File: src/rtl/decoder_scan_n.sv
// Registered N-to-2^N one-hot decoder with enable, direct-decode mode and a
// prescaled up/down ring scanner with load and wrap pulse.
module decoder_scan_n #(
    parameter int SEL_W    = 3,
    parameter int SCAN_DIV = 4
) (
    input  logic                    CLK,
    input  logic                    RST,
    input  logic                    E,
    input  logic [1:0]              MODE,
    input  logic [SEL_W-1:0]        A,
    input  logic                    LOAD,
    output logic [(2**SEL_W)-1:0]   D,
    output logic [SEL_W-1:0]        IDX,
    output logic                    WRAP
);

    localparam int OUT_W = 2**SEL_W;
    localparam int PS_W  = (SCAN_DIV > 1) ? $clog2(SCAN_DIV) : 1;

    localparam logic [PS_W-1:0]  PS_LAST = PS_W'(SCAN_DIV - 1);
    localparam logic [SEL_W-1:0] IDX_MAX = {SEL_W{1'b1}};
    localparam logic [OUT_W-1:0] ONE_HOT0 = {{(OUT_W-1){1'b0}}, 1'b1};

    typedef enum logic [1:0] {
        MODE_DIRECT = 2'b00,
        MODE_UP     = 2'b01,
        MODE_DOWN   = 2'b10,
        MODE_HOLD   = 2'b11
    } mode_e;

    mode_e             mode_r;
    logic [PS_W-1:0]   ps_r;
    logic [SEL_W-1:0]  idx_r;
    logic [OUT_W-1:0]  d_r;
    logic              wrap_r;

    logic              mode_chg_s;
    logic [PS_W-1:0]   ps_nxt_s;
    logic [SEL_W-1:0]  idx_nxt_s;
    logic [OUT_W-1:0]  d_nxt_s;
    logic              wrap_nxt_s;

    // Next-state selection: enable gating, mode-change restart, load, prescaled step.
    always_comb begin
        mode_chg_s = (MODE != mode_r);
        idx_nxt_s  = idx_r;
        ps_nxt_s   = ps_r;
        wrap_nxt_s = 1'b0;
        if (E) begin
            case (MODE)
                MODE_DIRECT: begin
                    idx_nxt_s = A;
                    ps_nxt_s  = {PS_W{1'b0}};
                end
                MODE_UP, MODE_DOWN: begin
                    if (LOAD) begin
                        idx_nxt_s = A;
                        ps_nxt_s  = {PS_W{1'b0}};
                    end else if (mode_chg_s) begin
                        ps_nxt_s = {PS_W{1'b0}};
                    end else if (ps_r == PS_LAST) begin
                        ps_nxt_s = {PS_W{1'b0}};
                        if (MODE == MODE_UP) begin
                            idx_nxt_s  = idx_r + SEL_W'(1);
                            wrap_nxt_s = (idx_r == IDX_MAX);
                        end else begin
                            idx_nxt_s  = idx_r - SEL_W'(1);
                            wrap_nxt_s = (idx_r == {SEL_W{1'b0}});
                        end
                    end else begin
                        ps_nxt_s = ps_r + PS_W'(1);
                    end
                end
                MODE_HOLD: begin
                    if (mode_chg_s) begin
                        ps_nxt_s = {PS_W{1'b0}};
                    end else begin
                        ps_nxt_s = ps_r;
                    end
                end
                default: begin
                    idx_nxt_s = idx_r;
                    ps_nxt_s  = ps_r;
                end
            endcase
        end else begin
            idx_nxt_s = idx_r;
            ps_nxt_s  = ps_r;
        end
        // D is derived from the next index so D and IDX never skew.
        if (E) begin
            d_nxt_s = ONE_HOT0 << idx_nxt_s;
        end else begin
            d_nxt_s = {OUT_W{1'b0}};
        end
    end

    // State and output registers; the previous mode tracks MODE even while disabled.
    always_ff @(posedge CLK or posedge RST) begin
        if (RST) begin
            mode_r <= MODE_DIRECT;
            ps_r   <= {PS_W{1'b0}};
            idx_r  <= {SEL_W{1'b0}};
            d_r    <= {OUT_W{1'b0}};
            wrap_r <= 1'b0;
        end else begin
            mode_r <= mode_e'(MODE);
            ps_r   <= ps_nxt_s;
            idx_r  <= idx_nxt_s;
            d_r    <= d_nxt_s;
            wrap_r <= wrap_nxt_s;
        end
    end

    assign D    = d_r;
    assign IDX  = idx_r;
    assign WRAP = wrap_r;

endmodule
File: config.mk
export PLATFORM = sky130hd
export DESIGN_NAME = decoder_scan_n
export DESIGN_NICKNAME = d
export VERILOG_FILES = /design/src/rtl/decoder_scan_n.sv
export SDC_FILE = /design/constraint.sdc
export NUM_CORES = 1
export LEC_CHECK = 0
export CAP_MARGIN = 20
export CORE_UTILIZATION = 49
export CTS_BUF_LIST = sky130_fd_sc_hd__clkbuf_8
export DETAILED_ROUTE_END_ITERATION = 8
export GPL_ROUTABILITY_DRIVEN = 1
export HOLD_SLACK_MARGIN = 0.05
export PLACE_DENSITY = 0.83
export SETUP_SLACK_MARGIN = 0.1
export SLEW_MARGIN = 20
export SYNTH_ARGS = -nofsm -noshare
export SYNTH_HDL_FRONTEND = slang
export SYNTH_SLANG_ARGS = --single-unit
File: constraint.sdc
create_clock -name CLK -period 2.15 [get_ports CLK]
set_input_delay 0.43 -clock CLK [delete_from_list [all_inputs] [get_ports CLK]]
set_output_delay 0.43 -clock CLK [all_outputs]
set_load 0.01 [all_outputs]
==> impl_metrics.py, run 1 <==
metrics = {
    "drt": {
        "via_per_inst": 6.27,
        "dr.pass1.iters": 4,
        "wirelength_um": 3090,
        "first_iter_violations": 93,
        "vias": 972,
        "drc": 0,
        "wire_per_inst_um": 20.0,
        "ant_nets": 0,
    },
    "clock_tree": {
        "cts_max_level": 1,
        "post_cts_buffers": 0,
        "clkSlewWorstSetupHoldPaths_ns": 0.07,
        "numCtsBuffers": 3,
        "worstSkewPairLatency_ns": 0.25,
        "clkSinkCount": 16,
        "cts_tree": "built",
        "cts_buffer_depth": 2,
        "ctsRootBufferMaster": "clkbuf_8",
    },
    "yosys": {
        "yosys.cell_types.count": 32,
        "syn_area_um2": 883,
        "synthCells": 89,
        "synth.ff_latch_count": 16,
        "ys_warn_count": 0,
        "synth.avg_cell_area_um2": 9.93,
        "syn-num-nets": 103,
        "yosysSeqAreaShare": 0.453,
    },
    "power_and_ir_drop": {
        "powerDensity_nw_per_um2": 685,
        "p_leak_nw": 0.616,
        "total_power_mw": 0.925,
        "worst_ir_drop_vdd_v": 0.000501,
    },
    "die": {
        "fp.dieH_um": 44.5,
        "start_util": 0.554,
        "io-pin-count": 21,
        "die_x_um": 44.5,
        "core-area_um2": 1590,
        "std_cell_rows": 14,
        "die_area_um2": 1980,
    },
    "setup_path": {
        "cp_max_fo": 7,
        "crit_buf_inv": 2,
        "crit_path_end_kind": "flip-flop",
        "cpMaxStageDelayCell": "clkdlybuf4s50_1",
        "criticalPathCategory": "primary input to flip-flop",
        "required_ns": 2.30,
        "critical_path_arrival_ns": 2.29,
        "cp-start-kind": "primary input",
        "slowest_delay_ns": 0.64,
        "critPathTopFamily": "buffers and inverters",
        "crit_chain": "clkdlybuf4s50_1, nor2b_1, nand2_1, mux2i_1, a211o_2, inv_2, nor3_1",
    },
    "timing": {
        "setup-violations-final": 0,
        "min_period_ns": 2.14,
        "slew_violations": 0,
        "rsz0062_at_grt": "yes",
        "finClkSkew_ns": 0.00187,
        "hold_ws_ns": 0.447,
        "worst_slew_pin_slew_ns": 0.633,
        "relSlewSlack": 0.577,
        "fmaxAchievable_ghz": 0.467,
        "fin_crit_sh": 0.996,
        "setup_ws_ns": 0.00957,
        "finalHoldViolations": 0,
    },
    "final_layout": {
        "layout-drive-gt1-share": 0.321,
        "layout.cells.non_filler": 155,
        "area_growth_pct": 52.8,
        "nFillCells": 90,
        "layout.nets": 146,
        "antennaDiodeCount": 0,
    },
    "global_routing": {
        "grt_pass1_vias": 918,
        "grt_overflow": 0,
        "grt_use_total": 0.315,
        "grt_start_max_net_pins": 17,
        "grtUsageMet2": 0.521,
        "antenna_found_initial": 0,
        "grt_pass1_wl_um": 4390,
        "met1_usage": 0.417,
        "busiest_layer": "met2",
        "grt.met3_usage": 0.0408,
    },
    "placement": {
        "io_buffers": 20,
        "dp_hpwl_um": 1710,
        "pre_cts_ws_ns": -0.562,
        "gp_congestion": 0.837,
        "dp.cells": 151,
    },
    "flow_run": {
        "drv_cap": 0,
    },
    "run_status": {
        "status": "complete, no violations",
    },
    "min_path": {
        "hold_class": "primary input to flip-flop",
    },
}
==> area by class of cell <==
cell class / count / area, µm² / share of cell area
Clock buffer: 4 / 55.1 / 0.0408
Inverter: 9 / 36.3 / 0.0269
Multi-Input combinational cell: 64 / 500 / 0.371
Sequential cell: 16 / 400 / 0.297
Tap cell: 24 / 30.0 / 0.0222
Timing Repair Buffer: 38 / 328 / 0.243
==> layer usage <==
metal / vias to the layer above / routed length [µm]
met4: 0 / 181
met2: 89 / 1520
met3: 29 / 278
met1: 444 / 1120
li1: 410 / -
met5: - / 0
==> power breakdown <==
group | total, mW | internal (mW) | switching [mW]
clock network | 0.269 | 0.162 | 0.106
registers | 0.348 | 0.327 | 0.0209
logic | 0.308 | 0.145 | 0.163
total | 0.925 | 0.635 | 0.290
==> final timing paths <==
check	startpoint	to	slack [ns]	depth (start not counted)
worst max-delay path	E	D[4]	0.01	7
worst min-delay path	MODE[1]	mode_r[1]	0.45	2
worst max register to register	IDX[0]	D[0]	0.04	7
worst min register to register	ps_r[0]	ps_r[0]	0.48	1
max in group asynchronous	RST	ps_r[0]	1.18	2
min in group asynchronous	RST	D[2]	0.56	2
==> cell families after synthesis <==
family | synth area share
compound gates | 0.178
xor+xnor | 0.0467
simple gates | 0.193
mux | 0.0113
flops | 0.453
buf+inv | 0.0382
fa+ha+maj | 0.0793
==> registers in the layout, indices dropped and copies added (netlist names) <==
register,flops
ps_r,2
mode_r,2
WRAP,1
D,8
IDX,3
==> synth_stat cells, drive strengths merged <==
cell type / count / area (µm²)
nor2: 1 / 3.75
xor2: 1 / 8.76
nor2b: 2 / 12.5
a211oi: 1 / 7.51
o22ai: 1 / 6.26
inv: 9 / 33.8
a21o: 1 / 7.51
o32a: 1 / 10.0
or4: 2 / 15.0
fa: 1 / 20.0
nand2b: 2 / 12.5
nor4: 1 / 6.26
a41oi: 1 / 8.76
xnor2: 2 / 32.5
nand2: 9 / 33.8
o22a: 3 / 26.3
o21a: 1 / 7.51
nand3: 2 / 15.0
ha: 4 / 50.1
a211o: 1 / 10.0
dfrtp: 16 / 400
mux2i: 1 / 10.0
a21oi: 9 / 45.0
nand4: 2 / 12.5
and4: 1 / 8.76
nor3: 9 / 50.1
a221oi: 1 / 8.76
o21ai: 4 / 20.0
==> cells in the final DEF (no fill, tap or decap), types with 2 or more instances in the layout <==
cell type	n
o21ai_0	3
or4_1	2
dfrtp_1	16
inv_2	2
nor3_1	3
nor2b_1	2
clkbuf_8	4
nand2_1	9
xnor2_2	2
inv_1	6
a21oi_1	8
nor3_2	6
ha_1	3
nand4_1	2
buf_4	19
o22a_1	2
nand2b_1	2
clkdlybuf4s50_1	18
==> stage by stage <==
step | instance area [µm²] | setup TNS [ns] | utilization
finish | 1350 | 0 | 0.847
global route | 1350 | -0.0578 | 0.847
CTS | 1320 | 0 | 0.827
detailed placement | 1250 | -4.93 | 0.783
global placement | 1250 | -3.76 | 0.783
floorplan | 883 | 0 | -
==> what timing repair did <==
action,CTS,global route
pin swaps,8,5
setup endpoints to repair,11,8
hold buffers,0,0
resized for setup,14,9
cloned,0,0
Power figures use the tool's default switching activity.
==> run 2: changes to the inputs <==
--- a/config.mk
+++ b/config.mk
@@ -6,12 +6,15 @@
 export NUM_CORES = 1
 export LEC_CHECK = 0
 export CAP_MARGIN = 20
-export CORE_UTILIZATION = 49
+export CELL_PAD_IN_SITES_DETAIL_PLACEMENT = 1
+export CELL_PAD_IN_SITES_GLOBAL_PLACEMENT = 1
+export CORE_UTILIZATION = 38
 export CTS_BUF_LIST = sky130_fd_sc_hd__clkbuf_8
+export CTS_CLUSTER_SIZE = 12
 export DETAILED_ROUTE_END_ITERATION = 8
 export GPL_ROUTABILITY_DRIVEN = 1
 export HOLD_SLACK_MARGIN = 0.05
-export PLACE_DENSITY = 0.83
+export PLACE_DENSITY = 0.84
 export SETUP_SLACK_MARGIN = 0.1
 export SLEW_MARGIN = 20
 export SYNTH_ARGS = -nofsm -noshare
==> constraint.sdc (replaced) <==
create_clock -name CLK -period 2.15 [get_ports CLK]
set_input_delay 0.215 -clock CLK [delete_from_list [all_inputs] [get_ports CLK]]
set_output_delay 0.215 -clock CLK [all_outputs]
set_load 0.01 [all_outputs]
==> run 2 against run 1 <==
Compared with the run above: routed wire length is 11% lower; total power down 2.3%; core utilization fell by 25 points; register-to-register slack better by 0.11 ns; count of clock-buffer cells in the layout unchanged; critical path depth did not move; fmax up 6.8%; sequential cell count unchanged; sequential power hardly changed; die area up 28%; critical endpoint is now D[0]; largest cell class unchanged; largest power group unchanged; highest routed layer unchanged.
==> impl_metrics.py, run 2 (synthesis results as in run 1) <==
metrics = {
    "drt": {
        "top_layer": "met4",
        "met2_length_um": 1370,
        "met3WireLength_um": 94,
        "vias": 869,
        "ant_nets": 0,
        "wirelength_um": 2750,
        "wire_per_inst_um": 17.8,
        "drc": 0,
        "via_per_inst": 5.61,
        "first_iter_violations": 29,
        "m1WireLength_um": 1250,
        "dr.pass1.iters": 4,
    },
    "global_routing": {
        "grt_pass1_wl_um": 4640,
        "grt_start_max_net_pins": 17,
        "grt_overflow": 0,
        "grt_pass1_vias": 936,
        "antenna_found_initial": 0,
        "grt_use_total": 0.257,
    },
    "setup_path": {
        "crit_path_end_kind": "flip-flop",
        "critPathTopFamily": "compound AO/OA/AOI/OAI gates",
        "reg2reg_to": "D[0]",
        "cp-start-kind": "flip-flop",
        "reg2reg_depth": 7,
        "crit_start": "IDX[0]",
        "crit_buf_inv": 1,
        "r2r_setup_slack_ns": 0.15,
        "cpMaxStageDelayCell": "dfrtp_1",
        "crit_chain": "inv_2, fa_2, xor2_1, nand4_1, o21a_1, o22a_2, nor3_2",
        "criticalPathCategory": "flip-flop to flip-flop",
        "required_ns": 2.32,
        "cp_max_fo": 4,
        "reg2reg_from": "IDX[0]",
        "critical_path_arrival_ns": 2.17,
        "slowest_delay_ns": 0.39,
    },
    "timing": {
        "finClkSkew_ns": 0.00132,
        "fin_crit_sh": 0.933,
        "worst_slew_pin_slew_ns": 0.643,
        "finalHoldViolations": 0,
        "relSlewSlack": 0.571,
        "fmaxAchievable_ghz": 0.499,
        "rsz0062_at_grt": "yes",
        "setup_ws_ns": 0.145,
        "slew_violations": 0,
        "setup-violations-final": 0,
        "min_period_ns": 2.00,
    },
    "final_layout": {
        "nFillCells": 246,
        "largest_reg_flops": 8,
        "layout_common_cells": "clkdlybuf4s50_1 (18), dfrtp_1 (16), buf_4 (14)",
        "area_growth_pct": 48.7,
        "antennaDiodeCount": 0,
        "final_util": 0.600,
        "layout.nets": 142,
        "layout-drive-gt1-share": 0.283,
        "final_common_cell": "clkdlybuf4s50_1",
        "fin_area_um2": 1310,
    },
    "flow_run": {
        "drv_cap": 0,
    },
    "placement": {
        "io_buffers": 20,
        "pre_cts_ws_ns": -0.349,
        "dp_hpwl_um": 2000,
        "gp_congestion": 0.828,
        "placed_area_um2": 1210,
    },
    "power_and_ir_drop": {
        "powerDensity_nw_per_um2": 688,
        "p_leak_nw": 0.592,
        "power_frac_seq": 0.386,
        "p_int_mw": 0.628,
        "switching_share": 0.305,
        "clkPwrFrac": 0.297,
        "p_switching_mw": 0.276,
        "worst_ir_drop_vdd_v": 0.000442,
        "comb_power_share": 0.317,
    },
    "clock_tree": {
        "clkSinkCount": 16,
        "cts_max_level": 1,
        "cts_buffer_depth": 2,
        "worstSkewPairLatency_ns": 0.25,
        "cts_tree": "built",
        "clkSlewWorstSetupHoldPaths_ns": 0.06,
        "numCtsBuffers": 3,
        "ctsRootBufferMaster": "clkbuf_8",
    },
    "die": {
        "start_util": 0.403,
        "std_cell_rows": 17,
        "die_area_um2": 2520,
        "fp.dieH_um": 50.2,
        "io-pin-count": 21,
        "die_x_um": 50.2,
        "core-area_um2": 2190,
    },
    "min_path": {
        "hold_class": "primary input to async pin",
    },
    "run_status": {
        "status": "complete, no violations",
    },
}
run 2: changes by cell type in the layout (fill, tap and decap cells not counted), sizes merged:
| cell | change |
|---|---|
| dlygate4sd2 | +2 |
| buf | -6 |
run 2: cell type report:
| class | count | area [µm²] | share of cell area |
|---|---|---|---|
| multi-input cells | 64 | 487 | 0.370 |
| repair buffers | 34 | 303 | 0.230 |
| well taps | 28 | 35.0 | 0.0267 |
| inverters | 9 | 33.8 | 0.0257 |
| clock buffers | 4 | 55.1 | 0.0419 |
| flip-flops and latches | 16 | 400 | 0.305 |
run 2: worst max-delay path by stage:
| stage | slack, ns | end | cells after the start |
|---|---|---|---|
| after CTS | 0.17 | D[0] | 7 |
| after detailed placement | -0.35 | D[7] | 10 |
| after global placement | -0.22 | D[3] | 9 |
| after floorplan | 0.24 | D[0] | 7 |
| final | 0.15 | D[0] | 7 |
| after global routing | 0.09 | D[0] | 7 |
run 2: power groups by stage:
stage / registers [mW] / clock network [mW] / logic [mW]
6_report: 0.349 / 0.268 / 0.286
3_5_place_dp: 0.351 / 0 / 0.259
2_1_floorplan: 0.364 / 0 / 0.111
5_1_grt: 0.351 / 0.287 / 0.306
4_1_cts: 0.347 / 0.278 / 0.278
3_3_place_gp: 0.349 / 0 / 0.247
run 2: per-stage QoR:
| step | total power, mW | TNS, ns | std cells | hold slack, ns |
|---|---|---|---|---|
| detailed placement | 0.610 | -2.79 | 149 | 0.481 |
| finish | 0.904 | 0 | 155 | 0.352 |
| global route | 0.945 | 0 | 155 | 0.363 |
| global placement | 0.596 | -1.56 | 149 | 0.472 |
| floorplan | 0.475 | 0 | 89 | 0.129 |
| CTS | 0.904 | 0 | 155 | 0.356 |
run 2: worst reg2reg max path: cells and delay by family, from the launching register on:
family          cells  cell delay [ns]
buf+inv             1             0.06
compound gates      2             0.56
fa+ha+maj           1             0.39
simple gates        2             0.38
xor+xnor            1             0.14
flops               1             0.39
run 2: layer usage:
metal | up-vias | track usage
met5 | - | 0
met4 | 0 | 0.105
met3 | 6 | 0.0364
met2 | 30 | 0.407
met1 | 432 | 0.350
li1 | 401 | -
run 2: timing repair:
action,in CTS,in global routing
buffers inserted,2,0
pin swaps,8,8
endpoints found under the setup margin,8,8
hold buffers,0,0
resized for setup,11,3
